## src/rtl/rvfi_check_sequencer.sv

```systemverilog
// Sequences one formal instruction-check run: hold the core in reset, count
// retirements across all RVFI channels, and strobe check on the chosen one.
module rvfi_check_sequencer #(
  parameter int NRET         = 1,
  parameter int RESET_CYCLES = 1,
  parameter int SKIP_INSNS   = 0,
  parameter int MAX_WAIT     = 20,
  parameter int CNT_W        = 8
) (
  input  logic             clock,
  input  logic             reset,
  input  logic             enable,
  input  logic [NRET-1:0]  rvfi_valid,
  input  logic [NRET-1:0]  rvfi_halt,
  output logic             core_reset,
  output logic             check,
  output logic [NRET-1:0]  check_chan,
  output logic             busy,
  output logic             done,
  output logic             timeout,
  output logic             halted,
  output logic [CNT_W-1:0] retired_count
);

  localparam int RC_EFF = (RESET_CYCLES < 1) ? 1 : RESET_CYCLES;
  localparam int RC_W   = $clog2(RC_EFF + 1);

  localparam logic [1:0] S_IDLE  = 2'd0;
  localparam logic [1:0] S_HOLD  = 2'd1;
  localparam logic [1:0] S_ARMED = 2'd2;
  localparam logic [1:0] S_DONE  = 2'd3;

  localparam logic [CNT_W-1:0] CNT_MAX = '1;

  logic [1:0]       state_q, state_d;
  logic [RC_W-1:0]  cyc_q, cyc_d;
  logic [CNT_W-1:0] ret_q, ret_d;
  logic [CNT_W-1:0] wait_q, wait_d;
  logic             core_reset_q, core_reset_d;
  logic             done_q, done_d;
  logic             timeout_q, timeout_d;
  logic             halted_q, halted_d;

  logic [31:0]      n_ret, sum, k, seen, wait_next;
  logic [NRET-1:0]  sel;
  logic             armed, hit, halt_any, wait_hit;

  // Sums are kept 32 bits wide so a saturated retired_count cannot hide a hit.
  always_comb begin
    n_ret = '0;
    for (int i = 0; i < NRET; i++) n_ret = n_ret + 32'(rvfi_valid[i]);
    armed     = (state_q == S_ARMED);
    sum       = 32'(ret_q) + n_ret;
    hit       = armed && (sum > $unsigned(32'(SKIP_INSNS)));
    halt_any  = |(rvfi_valid & rvfi_halt);
    wait_next = 32'(wait_q) + 32'd1;
    wait_hit  = $signed(wait_next) >= 32'(MAX_WAIT);
    k         = $unsigned(32'(SKIP_INSNS)) - 32'(ret_q);
  end

  // Pick the k-th set bit of rvfi_valid, counting from channel 0.
  always_comb begin
    sel  = '0;
    seen = '0;
    for (int i = 0; i < NRET; i++) begin
      if (rvfi_valid[i]) begin
        if (seen == k) sel[i] = 1'b1;
        seen = seen + 32'd1;
      end
    end
  end

  assign check      = reset && hit;
  assign check_chan = check ? sel : '0;

  always_comb begin
    state_d   = state_q;
    cyc_d     = cyc_q;
    ret_d     = ret_q;
    wait_d    = wait_q;
    done_d    = done_q;
    timeout_d = timeout_q;
    halted_d  = halted_q;
    case (state_q)
      S_IDLE: if (enable) begin
        state_d = S_HOLD;
        cyc_d   = RC_W'(RC_EFF);
      end
      S_HOLD: begin
        if (cyc_q == RC_W'(1)) begin
          state_d = S_ARMED;
          ret_d   = '0;
          wait_d  = '0;
        end else begin
          cyc_d = cyc_q - RC_W'(1);
        end
      end
      S_ARMED: begin
        ret_d  = (sum > 32'(CNT_MAX)) ? CNT_MAX : sum[CNT_W-1:0];
        wait_d = (wait_q == CNT_MAX) ? wait_q : wait_q + CNT_W'(1);
        if (hit) begin
          state_d = S_DONE;
          done_d  = 1'b1;
        end else if (halt_any) begin
          state_d  = S_DONE;
          done_d   = 1'b1;
          halted_d = 1'b1;
        end else if (wait_hit) begin
          state_d   = S_DONE;
          done_d    = 1'b1;
          timeout_d = 1'b1;
        end
      end
      default: ;
    endcase
    core_reset_d = (state_d == S_IDLE) || (state_d == S_HOLD);
  end

  always_ff @(posedge clock) begin
    if (!reset) begin
      state_q      <= S_IDLE;
      cyc_q        <= '0;
      ret_q        <= '0;
      wait_q       <= '0;
      core_reset_q <= 1'b1;
      done_q       <= 1'b0;
      timeout_q    <= 1'b0;
      halted_q     <= 1'b0;
    end else begin
      state_q      <= state_d;
      cyc_q        <= cyc_d;
      ret_q        <= ret_d;
      wait_q       <= wait_d;
      core_reset_q <= core_reset_d;
      done_q       <= done_d;
      timeout_q    <= timeout_d;
      halted_q     <= halted_d;
    end
  end

  assign core_reset    = core_reset_q;
  assign busy          = (state_q == S_HOLD) || (state_q == S_ARMED);
  assign done          = done_q;
  assign timeout       = timeout_q;
  assign halted        = halted_q;
  assign retired_count = ret_q;

endmodule

```

## config.mk

```make
export PLATFORM = sky130hd
export DESIGN_NAME = rvfi_check_sequencer
export DESIGN_NICKNAME = d
export VERILOG_FILES = /design/src/rtl/rvfi_check_sequencer.sv
export SDC_FILE = /design/constraint.sdc
export NUM_CORES = 1
export LEC_CHECK = 0
export ABC_AREA = 1
export CAP_MARGIN = 20
export CORE_ASPECT_RATIO = 0.5
export CORE_MARGIN = 2
export CORE_UTILIZATION = 45
export DETAILED_ROUTE_END_ITERATION = 6
export GPL_TIMING_DRIVEN = 0
export PLACE_DENSITY = 0.76
export SYNTH_ARGS = -nofsm -noshare
export SYNTH_HDL_FRONTEND = slang
export SYNTH_SLANG_ARGS = --single-unit
export TNS_END_PERCENT = 10
```

## constraint.sdc

```tcl
create_clock -name clock -period 5.2 [get_ports clock]
set_input_delay 1.04 -clock clock [delete_from_list [all_inputs] [get_ports clock]]
set_output_delay 1.04 -clock clock [all_outputs]
set_load 0.005 [all_outputs]
```

==> results.sh, run 1 <==
export IMPL_hold_buffers=0
export IMPL_cp_slowest_cell="clkdlybuf4s50_1"
export IMPL_die_x_um=84.4
export IMPL_vdd_drop_max_v=0.000161
export IMPL_drt_iter0_markers=73
export IMPL_tightest_slew_ns=0.547
export IMPL_final_area_mm2=0.00174
export IMPL_synth_distinct_cells=28
export IMPL_synthCells=225
export IMPL_io_pin_count=20
export IMPL_setup_viol=0
export IMPL_cap_violations=0
export IMPL_yosys_warnings=0
export IMPL_wl_per_cell_um=10.8
export IMPL_worst_ep_required_time_ns=4.16
export IMPL_fmax_mhz=226
export IMPL_antenna_found_initial=0
export IMPL_dp_hpwl_um=2370
export IMPL_dieArea_mm2=0.00373
export IMPL_dr_total_vias=1445
export IMPL_grt_pass1_wl_um=5100
export IMPL_hold_class="reg2reg"
export IMPL_numCtsBuffers=3
export IMPL_crit_path_end_kind="output port"
export IMPL_fp_coreArea_mm2=0.00305
export IMPL_drv_slew=0
export IMPL_clock_path_buffers=2
export IMPL_finalHoldViolations=0
export IMPL_final_nets=262
export IMPL_gr_usage_all_layers_pct=17.2
export IMPL_clk_pin_slew_worst_paths_ns=0.08
export IMPL_n_antenna_cell=0
export IMPL_yosysSeqAreaShare_pct=31.7
export IMPL_portBuffers=19
export IMPL_finalCritPeriodShare_pct=85.0
export IMPL_p_total_uw=504
export IMPL_htree_levels=1
export IMPL_area_delta_synth_final_pct=19.6
export IMPL_worstPathMaxFanout=3
export IMPL_fin_skew_ns=0.00201
export IMPL_die_h_um=44.2
export IMPL_slowest_delay_ns=0.47
export IMPL_powerDensity_mw_per_mm2=290
export IMPL_arrival_ns=3.38
export IMPL_core_rowCount=14
export IMPL_worst_setup_path_type="in2out"
export IMPL_cts_root_buffer="clkbuf_8"
export IMPL_cts_setup_buffers=0
export IMPL_cts_repair_resized=0
export IMPL_insertion_delay_ns=0.26
export IMPL_grt_pass1_vias=1148
export IMPL_postRouteAntennaNets=0
export IMPL_drive_gt1_share_pct=7.66
export IMPL_gp_congestion=0.840
export IMPL_yosys_register_bits=23
export IMPL_grt_max_degree=13
export IMPL_multi_input_area_um2=862
export IMPL_total_leakage_power_nw=0.751
export IMPL_rsz0062_at_grt="false"
export IMPL_first_pass_iters=5
export IMPL_overflow=0
export IMPL_fillers=306
export IMPL_path_cells="clkdlybuf4s50_1, ha_1, ha_1, or2_2, nor2_1, nand3_1, nor2_2, nand2_1, nand3_1, nor2_1, clkdlybuf4s50_1"
export IMPL_timing_setup_tns_ns=0
export IMPL_placed_area_mm2=0.00169
export IMPL_drc=0
export IMPL_slew_headroom_pct=63.5
export IMPL_holdWs_ns=0.470
export IMPL_avgViaCountPerCell=5.02
export IMPL_cts_tree="yes"
export IMPL_seq_area_um2=460
export IMPL_start_util_pct=47.7
export IMPL_cts_sinks=23
export IMPL_syn_cell_area_mm2=0.00145
export IMPL_cp_start_kind="input pin"
export IMPL_avgSynthCellArea_um2=6.46
export IMPL_routed_wl_um=3110
export IMPL_syn_nets=238
export IMPL_outcome="complete, no violations"
export IMPL_min_period_ns=4.42
[Yosys cell counts, drive strengths merged]
master | count | area (µm²)
nand2 | 78 | 298
ha | 8 | 100
nand3 | 18 | 100
nor2 | 22 | 97.6
nor3 | 1 | 5.00
clkbuf | 2 | 7.51
o21ai | 8 | 55.1
xor2 | 2 | 17.5
or2 | 2 | 12.5
inv | 28 | 105
a211oi | 2 | 15.0
o21bai | 1 | 7.51
dfxtp | 23 | 460
nand3b | 1 | 7.51
nand4 | 3 | 18.8
buf | 2 | 18.8
a21oi | 23 | 119
o311ai | 1 | 8.76
[per-layer routing]
layer / vias up / part of all wire, % / track usage [%]
met5: - / 0 / 0
met4: 0 / 0.80 / 3.81
met3: 4 / 5.9 / 4.48
met2: 36 / 45 / 29.4
met1: 640 / 48 / 22.7
li1: 765 / - / -
[state kept, by name (all words and copies together) (netlist names), named ones only]
signal         flops
cyc_q              1
retired_count      8
done               1
halted             1
wait_q             8
timeout            1
core_reset         1
[power by group]
| group | internal (mW) | switching [mW] |
|---|---|---|
| sequential | 0.194 | 0.0130 |
| clock | 0.0547 | 0.0582 |
| combinational | 0.0744 | 0.110 |
[cells in the final DEF (no fill, tap or decap), types with 2 or more instances in the layout]
cell type | netlist | final
a211oi_1 | 2 | 2
a21oi_1 | 22 | 22
clkbuf_1 | 2 | 3
clkbuf_8 | 0 | 3
clkdlybuf4s50_1 | 0 | 19
dfxtp_1 | 23 | 23
ha_1 | 8 | 8
inv_1 | 26 | 26
inv_2 | 2 | 2
nand2_1 | 76 | 76
nand2_2 | 2 | 2
nand3_1 | 16 | 16
nand3_2 | 2 | 2
nand4_1 | 3 | 3
nor2_1 | 18 | 18
nor2_2 | 3 | 3
o21ai_0 | 6 | 6
xor2_1 | 2 | 2
[cell families (layout without fill, tap and decap cells)]
family | Yosys count | after routing | synth area share, %
flip-flops | 23 | 23 | 31.7
adder cells (fa/ha/maj) | 8 | 8 | 6.88
AO/OA/AOI/OAI | 35 | 35 | 14.1
AND/OR/NAND/NOR | 125 | 125 | 37.1
buffers and inverters | 32 | 55 | 9.04
XOR/XNOR | 2 | 2 | 1.21
[worst max-delay path: cells and delay by family]
family	cells	cell delay, ns
buffers and inverters	2	0.92
AND/OR/NAND/NOR	7	0.90
adder cells (fa/ha/maj)	2	0.53
[final cells by class]
| cell class | instances | share of cell area (%) |
|---|---|---|
| buffer | 4 | 1.51 |
| clock buffer | 4 | 2.59 |
| multi-input combinational | 170 | 49.6 |
| sequential | 23 | 26.5 |
| tap | 40 | 2.88 |
| inverter | 28 | 6.04 |
| timing repair buffer | 19 | 10.9 |
[metrics by stage]
step                utilization (%)  setup WS, ns  std cells
finish                         57.1         0.779        288
global route                   57.1         0.622        288
CTS                            57.1         0.768        288
detailed placement             55.6         0.771        284
global placement               55.6         0.813        284
floorplan                         -          1.86        225
[path summary, 6_finish.rpt]
| path | start | end | slack (ns) | cells past startpoint |
|---|---|---|---|---|
| setup / recovery | rvfi_valid | check_chan | 0.78 | 11 |
| hold / removal | halted | halted | 0.47 | 2 |
| setup reg to reg | retired_count[0] | flip-flop | 3.14 | 11 |
| hold reg to reg | halted | halted | 0.47 | 2 |
No activity file was read; power rests on OpenSTA's default activity.
==> run 2, diff against run 1 <==
--- a/config.mk
+++ b/config.mk
@@ -12,6 +12,7 @@
 export CORE_UTILIZATION = 45
 export DETAILED_ROUTE_END_ITERATION = 6
 export GPL_TIMING_DRIVEN = 0
+export HOLD_SLACK_MARGIN = 0.1
 export PLACE_DENSITY = 0.76
 export SYNTH_ARGS = -nofsm -noshare
 export SYNTH_HDL_FRONTEND = slang
==> results of run 2 <==
Final layout, timing and power as in run 1 (identical DEF).
